$ cat config.mk
export PLATFORM = sky130hd
export DESIGN_NAME = i2c_slave_rx
export DESIGN_NICKNAME = d
export VERILOG_FILES = /design/src/rtl/i2c_slave_rx.sv
export SDC_FILE = /design/constraint.sdc
export NUM_CORES = 1
export LEC_CHECK = 0
export BUFFER_PORTS_ARGS = -buffer_cell sky130_fd_sc_hd__buf_2
export CAP_MARGIN = 0
export CORE_MARGIN = 2
export CORE_UTILIZATION = 40
export DETAILED_ROUTE_END_ITERATION = 10
export SYNTH_ARGS = -nofsm -noshare
export SYNTH_HDL_FRONTEND = slang
export SYNTH_SLANG_ARGS = --single-unit
export TNS_END_PERCENT = 50
$ cat constraint.sdc
create_clock -name clk -period 3.68 [get_ports clk]
set_input_delay 0.368 -clock clk [delete_from_list [all_inputs] [get_ports clk]]
set_output_delay 0.368 -clock clk [all_outputs]
set_load 0.02 [all_outputs]
$ cat src/rtl/i2c_slave_rx.sv
// ---------------------------------------------------------------------------
// i2c_slave_rx
//   I2C slave byte engine. Acknowledges SLAVE_ADDR, receives write data bytes
//   and returns tx_data on reads. SCL/SDA are expected to be deglitched
//   upstream; this block only registers them once for edge detection.
//
//   Optional feature: define I2C_GEN_CALL_EN to also acknowledge the general
//   call address (7'h00 with R/W=0) and receive its data like a normal write.
//
// Ports
//   clk        system clock, all logic on rising edge
//   rst        synchronous active-high reset
//   scl_in     filtered SCL
//   sda_in     filtered SDA
//   sda_oe     1 = pull SDA low (open-drain driver enable)
//   tx_data    byte returned on a read, captured when tx_load pulses
//   tx_load    1-clk pulse when tx_data is captured
//   rx_data    last received data byte
//   rx_valid   1-clk pulse when rx_data updates
//   start_det  1-clk pulse on START / repeated START
//   stop_det   1-clk pulse on STOP
//   busy       high from START until STOP
// ---------------------------------------------------------------------------
module i2c_slave_rx #(
  parameter logic [6:0] SLAVE_ADDR = 7'h50
) (
  input  logic       clk,
  input  logic       rst,
  input  logic       scl_in,
  input  logic       sda_in,
  output logic       sda_oe,
  input  logic [7:0] tx_data,
  output logic       tx_load,
  output logic [7:0] rx_data,
  output logic       rx_valid,
  output logic       start_det,
  output logic       stop_det,
  output logic       busy
);

  typedef enum logic [2:0] {
    IDLE,
    ADDR,
    ADDR_ACK,
    RX_DATA,
    RX_ACK,
    TX_DATA,
    TX_ACK,
    WAIT_STOP
  } state_t;

  state_t     state_reg, state_next;
  logic [2:0] bit_cnt_reg, bit_cnt_next;
  logic [7:0] shift_reg, shift_next;
  logic       rw_reg, rw_next;
  logic       sda_oe_reg, sda_oe_next;
  logic [7:0] rx_data_reg, rx_data_next;
  logic       rx_valid_reg, rx_valid_next;
  logic       tx_load_reg, tx_load_next;
  logic       start_det_reg, stop_det_reg, busy_reg;
  logic       scl_d, sda_d;

  logic       scl_rise, scl_fall;
  logic       start_cond, stop_cond;
  logic [7:0] shift_in;
  logic       addr_hit;

  assign scl_rise = scl_in & ~scl_d;
  assign scl_fall = ~scl_in & scl_d;
  // Both conditions require SCL stable high, so a simultaneous SCL/SDA
  // change can never be mistaken for START or STOP.
  assign start_cond = sda_d & ~sda_in & scl_in & scl_d;
  assign stop_cond  = ~sda_d & sda_in & scl_in & scl_d;

  // Byte as it will look once the current SDA sample is shifted in.
  assign shift_in = {shift_reg[6:0], sda_in};

`ifdef I2C_GEN_CALL_EN
  assign addr_hit = (shift_in[7:1] == SLAVE_ADDR) || (shift_in == 8'h00);
`else
  assign addr_hit = (shift_in[7:1] == SLAVE_ADDR);
`endif

  // -------------------------------------------------------------------------
  // State and data registers
  // -------------------------------------------------------------------------
  always_ff @(posedge clk) begin
    if (rst) begin
      state_reg     <= IDLE;
      bit_cnt_reg   <= 3'd0;
      shift_reg     <= 8'h00;
      rw_reg        <= 1'b0;
      sda_oe_reg    <= 1'b0;
      rx_data_reg   <= 8'h00;
      rx_valid_reg  <= 1'b0;
      tx_load_reg   <= 1'b0;
      start_det_reg <= 1'b0;
      stop_det_reg  <= 1'b0;
      busy_reg      <= 1'b0;
      scl_d         <= 1'b1;
      sda_d         <= 1'b1;
    end else begin
      state_reg     <= state_next;
      bit_cnt_reg   <= bit_cnt_next;
      shift_reg     <= shift_next;
      rw_reg        <= rw_next;
      sda_oe_reg    <= sda_oe_next;
      rx_data_reg   <= rx_data_next;
      rx_valid_reg  <= rx_valid_next;
      tx_load_reg   <= tx_load_next;
      start_det_reg <= start_cond;
      stop_det_reg  <= stop_cond;
      scl_d         <= scl_in;
      sda_d         <= sda_in;
      if (start_cond)
        busy_reg <= 1'b1;
      else if (stop_cond)
        busy_reg <= 1'b0;
    end
  end

  // -------------------------------------------------------------------------
  // Next-state logic
  // -------------------------------------------------------------------------
  always_comb begin
    state_next    = state_reg;
    bit_cnt_next  = bit_cnt_reg;
    shift_next    = shift_reg;
    rw_next       = rw_reg;
    sda_oe_next   = sda_oe_reg;
    rx_data_next  = rx_data_reg;
    rx_valid_next = 1'b0;
    tx_load_next  = 1'b0;

    if (start_cond) begin
      state_next   = ADDR;
      bit_cnt_next = 3'd0;
      shift_next   = 8'h00;
      sda_oe_next  = 1'b0;
    end else if (stop_cond) begin
      state_next  = IDLE;
      sda_oe_next = 1'b0;
    end else begin
      case (state_reg)
        ADDR: begin
          if (scl_rise) begin
            shift_next   = shift_in;
            bit_cnt_next = bit_cnt_reg + 3'd1;
            if (bit_cnt_reg == 3'd7) begin
              rw_next    = sda_in;
              state_next = addr_hit ? ADDR_ACK : WAIT_STOP;
            end
          end
        end

        // The ACK phase spans two SCL falls: the first drives the ACK low,
        // the second ends it. sda_oe itself tells which fall this is.
        ADDR_ACK: begin
          if (scl_fall) begin
            if (!sda_oe_reg) begin
              sda_oe_next = 1'b1;
            end else if (!rw_reg) begin
              sda_oe_next  = 1'b0;
              bit_cnt_next = 3'd0;
              state_next   = RX_DATA;
            end else begin
              tx_load_next = 1'b1;
              shift_next   = tx_data;
              sda_oe_next  = ~tx_data[7];
              bit_cnt_next = 3'd0;
              state_next   = TX_DATA;
            end
          end
        end

        RX_DATA: begin
          if (scl_rise) begin
            shift_next   = shift_in;
            bit_cnt_next = bit_cnt_reg + 3'd1;
            if (bit_cnt_reg == 3'd7) begin
              rx_data_next  = shift_in;
              rx_valid_next = 1'b1;
              state_next    = RX_ACK;
            end
          end
        end

        RX_ACK: begin
          if (scl_fall) begin
            if (!sda_oe_reg) begin
              sda_oe_next = 1'b1;
            end else begin
              sda_oe_next  = 1'b0;
              bit_cnt_next = 3'd0;
              state_next   = RX_DATA;
            end
          end
        end

        // The MSB is already on the bus on entry; each fall presents the
        // next bit, and the fall after bit 0 hands SDA back to the master.
        TX_DATA: begin
          if (scl_fall) begin
            bit_cnt_next = bit_cnt_reg + 3'd1;
            if (bit_cnt_reg == 3'd7) begin
              sda_oe_next = 1'b0;
              state_next  = TX_ACK;
            end else begin
              shift_next  = {shift_reg[6:0], 1'b0};
              sda_oe_next = ~shift_reg[6];
            end
          end
        end

        // A NACK leaves on the rise, so any fall seen here follows an ACK.
        TX_ACK: begin
          if (scl_rise && sda_in) begin
            state_next = WAIT_STOP;
          end else if (scl_fall) begin
            tx_load_next = 1'b1;
            shift_next   = tx_data;
            sda_oe_next  = ~tx_data[7];
            bit_cnt_next = 3'd0;
            state_next   = TX_DATA;
          end
        end

        default: ;
      endcase
    end

    if (state_next == IDLE || state_next == WAIT_STOP)
      sda_oe_next = 1'b0;
  end

  assign sda_oe    = sda_oe_reg;
  assign tx_load   = tx_load_reg;
  assign rx_data   = rx_data_reg;
  assign rx_valid  = rx_valid_reg;
  assign start_det = start_det_reg;
  assign stop_det  = stop_det_reg;
  assign busy      = busy_reg;

endmodule

==> key figures, run 1 <==
Run status
  • Status: completed

Floorplan
  • Core footprint: 3971 um2
  • Ports: 26
  • Row count: 23
  • Die height: 68.11 um
  • Die span in x: 68.11 um
  • Die area: 4639 um2
  • Initial Util: between 40% and 50%

Min path
  • Worst Hold Class: primary input to register
  • Worst Hold Path EP: scl_d
  • Hold Path Depth: 2
  • Hold path start: scl_in

Worst setup path
  • Crit-path slowest cell: dfxtp_1
  • Worst Path Arrival: around 2.4 ns
  • Worst path depth: 5
  • CP Launch Point: state_reg[0]
  • Crit Path Class: register to register
  • CP endpoint kind: register
  • Worst path cell trace: and2b_2 > nand2_1 > or3_1 > a41o_1 > o31a_1
  • CP bufs+invs: 0
  • Worst R2R Start: state_reg[0]
  • Crit path largest cell delay: 0.76 ns
  • Reg-to-reg slack, setup: 1.51 ns
  • Worst path required time: 3.85 ns
  • CP top delay family: simple AND/OR/NAND/NOR gates
  • CP Max Fanout: 22
  • Setup crit start kind: register
  • Worst Reg-to-Reg Cells: 5
  • Worst flop-to-flop path endpoint: sda_oe

STA
  • Period utilization: 59.05%
  • Max Fclk: approximately 0.46 GHz
  • Final min period: 2.173 ns
  • Final setup TNS: 0 ns
  • Worst-Margin Slew: 0.6814 ns
  • RSZ-0062 raised after global routing: no
  • Max Slew Vio Count: 0
  • Worst hold slack: 0.4160 ns
  • Clock skew: 0.002436 ns
  • Final setup vio count: 0
  • Max-Slew Margin vs Limit: 54.51%
  • Final Hold Fails: 0

Logic synthesis
  • Area leader, netlist: dfxtp_1
  • Async set-reset flop share out of synthesis: 0%
  • Synth unique cells: 48
  • Yosys warnings: 0
  • Area of the mapped netlist: about 1600 um2
  • Post-synth top area share: 36.53%
  • Register bit total from synthesis: 30
  • Synthesized area per cell: 9.033 um2
  • Synth Net Count: 196
  • Sequential-to-total area share from yosys stat: 36.53%
  • Syn Inst Count: around 180
  • Main flop type after synthesis: dfxtp_1
  • Cells taking the most area after synthesis: dfxtp_1, mux2i_1, a21oi_1
  • Number of synthesized flops with an enable pin: 0

Clock network
  • Htree depth: 2
  • CTS Root Cell: clkbuf_8
  • CTS tree: built
  • Post_cts resized: 0
  • Number of clock sinks: 30
  • Skew-Pair Late Insertion Delay: 0.29 ns
  • Num CTS Buffers: 5
  • Clock-pin slew on the worst setup and hold paths: 0.06 ns
  • Post-CTS Setup Bufs: 0
  • Bufs on Longest Clock Path: 2
  • # hold bufs at CTS: 0

Global routing
  • Number of global-route vias before repair: about 1,300
  • Initial antenna violation count: 0
  • GR Util All Layers: 18.74%
  • Largest net degree at the start of global routing: 23
  • Global-route wire length before repair: between 6 and 7 mm
  • GRT overflow: 0

Power and ir drop
  • Pwr Density: 377.6 nW/um2
  • Switching share of power: 26.47%
  • Total power: approximately 0.70 mW
  • Int Pwr: 0.5131 mW
  • Maximum VDD drop: 275.6 uV
  • P_sw: approximately 0.18 mW
  • Leak pwr: 0.7806 nW
  • Sequential cell fraction of total power: 49.4%
  • Clock network power share: 39.5%
  • Comb pwr share: 11.1%

Cells and area
  • Fin nets: 218
  • Max reg flops: 8
  • Share of post-route cells with drive strength above 1: 25.37%
  • # fillers: 388
  • Layout area overhead: 12.40%
  • N_diodes: 0

Drt
  • Post-Route WL: 3.973 mm
  • Vias after detailed routing: 1,452
  • Drt wl/cell: between 15 and 20 um
  • Starting DRT DRC Count: 127
  • First drt pass iteration count: 4
  • Final ANT Viol Nets: 0
  • DRC violations left: 0
  • Vias per cell: between 5 and 6

Placement
  • Port bufs: 25
  • Placer's final routability congestion estimate: 0.8944
  • HPWL after detailed placement: 2.920 mm

Run
  • Max cap viols: 0
==> layout make-up <==
| cell class | count | area [um2] | share of cell area [%] |
|---|---|---|---|
| clock inverter | 2 | 12.51 | 0.6770 |
| timing repair buffer | 25 | 125.1 | 6.770 |
| inverter | 4 | 15.01 | 0.8125 |
| clock buffer | 6 | 82.58 | 4.469 |
| multi-input combinational | 138 | 949.7 | 51.39 |
| sequential | 30 | 600.6 | 32.50 |
| tap | 50 | 62.56 | 3.385 |
==> worst reg2reg max path, cell delays in order (launching register included) <==
cell and delay (ns):
dfxtp_1 0.76, and2b_2 0.33, nand2_1 0.10, or3_1 0.37, a41o_1 0.23, o31a_1 0.28
==> through the flow <==
stage               instance area (um2)  setup slack [ns]  cells  utilization, %
CTS                                1848             1.500    255           46.53
global placement                   1753             1.519    247           44.14
floorplan                          1644             1.837    182               -
detailed placement                 1753             1.512    247           44.14
finish                             1848             1.507    255           46.53
global route                       1848             1.351    255           46.53
==> worst max path at each step <==
stage,end,slack [ns]
finish,sda_oe,1.51
detailed placement,sda_oe,1.51
CTS,sda_oe,1.50
global route,sda_oe,1.35
global placement,sda_oe,1.52
floorplan,sda_oe,1.84
==> logic make-up (layout without fill, tap and decap cells) <==
logic type | Yosys count | after routing | share of synthesized area (%)
AOI/OAI and AO/OA | 56 | 56 | 25.04
adders and majority gates | 2 | 2 | 1.522
DFF | 30 | 30 | 36.53
muxes | 15 | 15 | 9.132
and+or+nand+nor | 63 | 63 | 21.01
xor gates and xnor gates | 2 | 2 | 1.066
buffers and inverters | 14 | 37 | 5.707
==> power by group through the flow <==
stage          registers, mW  clock network (mW)  logic, mW
4_1_cts                0.344               0.286     0.0775
5_1_grt                0.346               0.300     0.0857
2_1_floorplan          0.345                   0     0.0676
6_report               0.345               0.275     0.0777
3_5_place_dp           0.352                   0     0.0774
3_3_place_gp           0.351                   0     0.0767
==> layer usage <==
metal	up-vias	global-route usage, %	share of wire [%]
met1	658	24.22	44
met2	57	28.88	46
met4	0	7.750	2.8
met3	12	5.757	6.8
li1	725	-	-
met5	-	0	0
==> cell usage in the layout, fill, tap and decap left out, types with 4 or more instances in the layout <==
| cell type | count |
|---|---|
| dfxtp_1 | 30 |
| buf_2 | 25 |
| a21oi_1 | 18 |
| or3_1 | 4 |
| mux2i_1 | 15 |
| a211oi_2 | 7 |
| nor2_1 | 23 |
| inv_1 | 4 |
| clkbuf_8 | 6 |
| nand3_1 | 5 |
| nand2_1 | 7 |
| o21ai_0 | 7 |
==> cell usage after synthesis, drive strengths merged (3+ instances only) <==
| library cell | instances |
|---|---|
| a2111oi | 3 |
| a211oi | 8 |
| a21oi | 18 |
| and2 | 3 |
| buf | 8 |
| dfxtp | 30 |
| inv | 4 |
| mux2i | 15 |
| nand2 | 8 |
| nand3 | 5 |
| nor2 | 23 |
| nor2b | 4 |
| nor3 | 3 |
| o21ai | 7 |
| o221ai | 3 |
| or2 | 3 |
| or3 | 4 |
No activity file was read; power rests on OpenSTA's default activity.
==> run 2: changes to the inputs <==
==> constraint.sdc (replaced) <==
create_clock -name clk -period 2.3 [get_ports clk]
set_input_delay 0.23 -clock clk [delete_from_list [all_inputs] [get_ports clk]]
set_output_delay 0.23 -clock clk [all_outputs]
set_load 0.02 [all_outputs]
==> key figures, run 2 (synthesis gave the netlist of run 1 again) <==
Power and ir drop
  • Pwr Density: 702.7 nW/um2
  • P_sw: 0.3024 mW
  • Switching share of power: between 20% and 30%
  • Clock network power share: 49.6%
  • Leak pwr: approximately 0.82 nW
  • Int Pwr: 1.045 mW
  • Total power: around 1.3 mW
  • Sequential cell fraction of total power: 40.7%
  • Comb pwr share: under 10%
  • Maximum VDD drop: 467.3 uV

Placement
  • Placer's final routability congestion estimate: 1.078
  • Port bufs: 25
  • HPWL after detailed placement: 3.027 mm
  • Area after DPL: 1775 um2

Clock network
  • Skew-Pair Late Insertion Delay: around 0.28 ns
  • CTS Root Cell: clkbuf_8
  • Post-CTS Setup Bufs: 0
  • # hold bufs at CTS: 0
  • CTS tree: built
  • Bufs on Longest Clock Path: 2
  • Htree depth: 2
  • Number of clock sinks: 30
  • Post_cts resized: 0
  • Num CTS Buffers: 5
  • Clock-pin slew on the worst setup and hold paths: about 0.07 ns

Global routing
  • GR Util All Layers: between 15 and 20%
  • Global-route wire length before repair: 6.851 mm
  • Largest net degree at the start of global routing: 18
  • GRT overflow: 0
  • Initial antenna violation count: 0
  • Number of global-route vias before repair: about 1,500

Cells and area
  • Max reg flops: 8
  • Finished Cell Area: approximately 1900 um2
  • Commonest non-fill, non-tap cells in the layout: dfxtp_1, buf_2, nor2_1, a21oi_1, mux2i_1
  • Most common cell after layout, fill and taps aside: dfxtp_1
  • N_diodes: 0
  • Share of post-route cells with drive strength above 1: 26.44%
  • Fin nets: 221
  • Layout area overhead: 16.67%

STA
  • Max Slew Vio Count: 0
  • Period utilization: 88.60%
  • Final Hold Fails: 0
  • Clock skew: 0.006337 ns
  • Final setup vio count: 0
  • Final min period: 2.038 ns
  • Max-Slew Margin vs Limit: 62.60%
  • Max Fclk: 0.4907 GHz
  • Worst-Margin Slew: 0.5594 ns
  • RSZ-0062 raised after global routing: no
  • Final setup TNS: 0 ns

Drt
  • Post-Route WL: 4.125 mm
  • Vias per cell: 5.775
  • Final ANT Viol Nets: 0
  • Vias after detailed routing: 1,490
  • DRC violations left: 0
  • Starting DRT DRC Count: 137
  • First drt pass iteration count: 4
  • Drt wl/cell: 15.99 um

Worst setup path
  • CP Max Fanout: 5
  • Crit Path Class: register to register
  • Setup crit start kind: register
  • CP endpoint kind: register
  • Worst path required time: 2.47 ns
  • Worst Path Arrival: roughly 2.2 ns

Floorplan
  • Die span in x: roughly 68 um
  • Die area: between 4000 and 5000 um2
  • Core footprint: 3971 um2
  • Row count: 23
  • Ports: 26
  • Initial Util: 41.40%
  • Die height: 68.11 um

Run
  • Max cap viols: 0

Min path
  • Worst Hold Class: primary input to register

Run status
  • Status: completed
run 2: changes by cell type in the layout (fill, tap and decap cells not counted):
cell and delta:
clkinvlp_4 -1, bufinv_16 +2, buf_4 +3, clkinv_2 -1
run 2: layout make-up:
class / instances / area, um2
Fill cell: 396 / 2053
Multi-Input combinational cell: 138 / 949.7
Sequential cell: 30 / 600.6
Timing Repair Buffer: 28 / 147.6
Clock buffer: 6 / 82.58
Tap cell: 50 / 62.56
Clock inverter: 2 / 60.06
Inverter: 4 / 15.01
run 2: power by group through the flow:
| stage | sequential, mW | clock, mW | combinational (mW) |
|---|---|---|---|
| finish | 0.549 | 0.668 | 0.131 |
| global route | 0.550 | 0.702 | 0.145 |
| CTS | 0.548 | 0.677 | 0.130 |
| detailed placement | 0.560 | 0 | 0.129 |
| global placement | 0.560 | 0 | 0.128 |
| floorplan | 0.551 | 0 | 0.108 |
run 2: worst paths after layout:
path                       start        endpoint  slack [ns]  cells after the start
hold reg to reg   bit_cnt_reg[1]  bit_cnt_reg[1]        0.49                      2
setup / recovery  bit_cnt_reg[0]          sda_oe        0.26                      7
hold / removal            scl_in           scl_d        0.30                      2
setup reg to reg  bit_cnt_reg[0]          sda_oe        0.26                      7
run 2: routing by layer:
metal,part of all wire (%),wire length [um],track usage [%],vias to the layer above
met2,51,2103,33.62,49
met3,5.0,205,5.263,12
met1,43,1755,23.59,699
li1,-,-,-,730
met4,1.5,60,9.000,0
met5,0,0,0,-
run 2: metrics by stage:
step           worst slack, ns  hold WS [ns]  instances  utilization (%)
2_1_floorplan           0.4573        0.3024        182                -
3_3_place_gp            0.3384        0.4592        250            44.71
3_5_place_dp            0.2951        0.4821        250            44.71
4_1_cts                 0.2788        0.2935        258            48.30
5_1_grt                0.08463        0.3150        258            48.30
6_report                0.2623        0.3040        258            48.30
run 2: critical path: stages (launching register included):
cell	delay, ns
dfxtp_1	0.37
ha_1	0.17
ha_1	0.23
and3b_2	0.23
nand2_1	0.08
or3_1	0.35
a41o_1	0.23
o31a_1	0.27
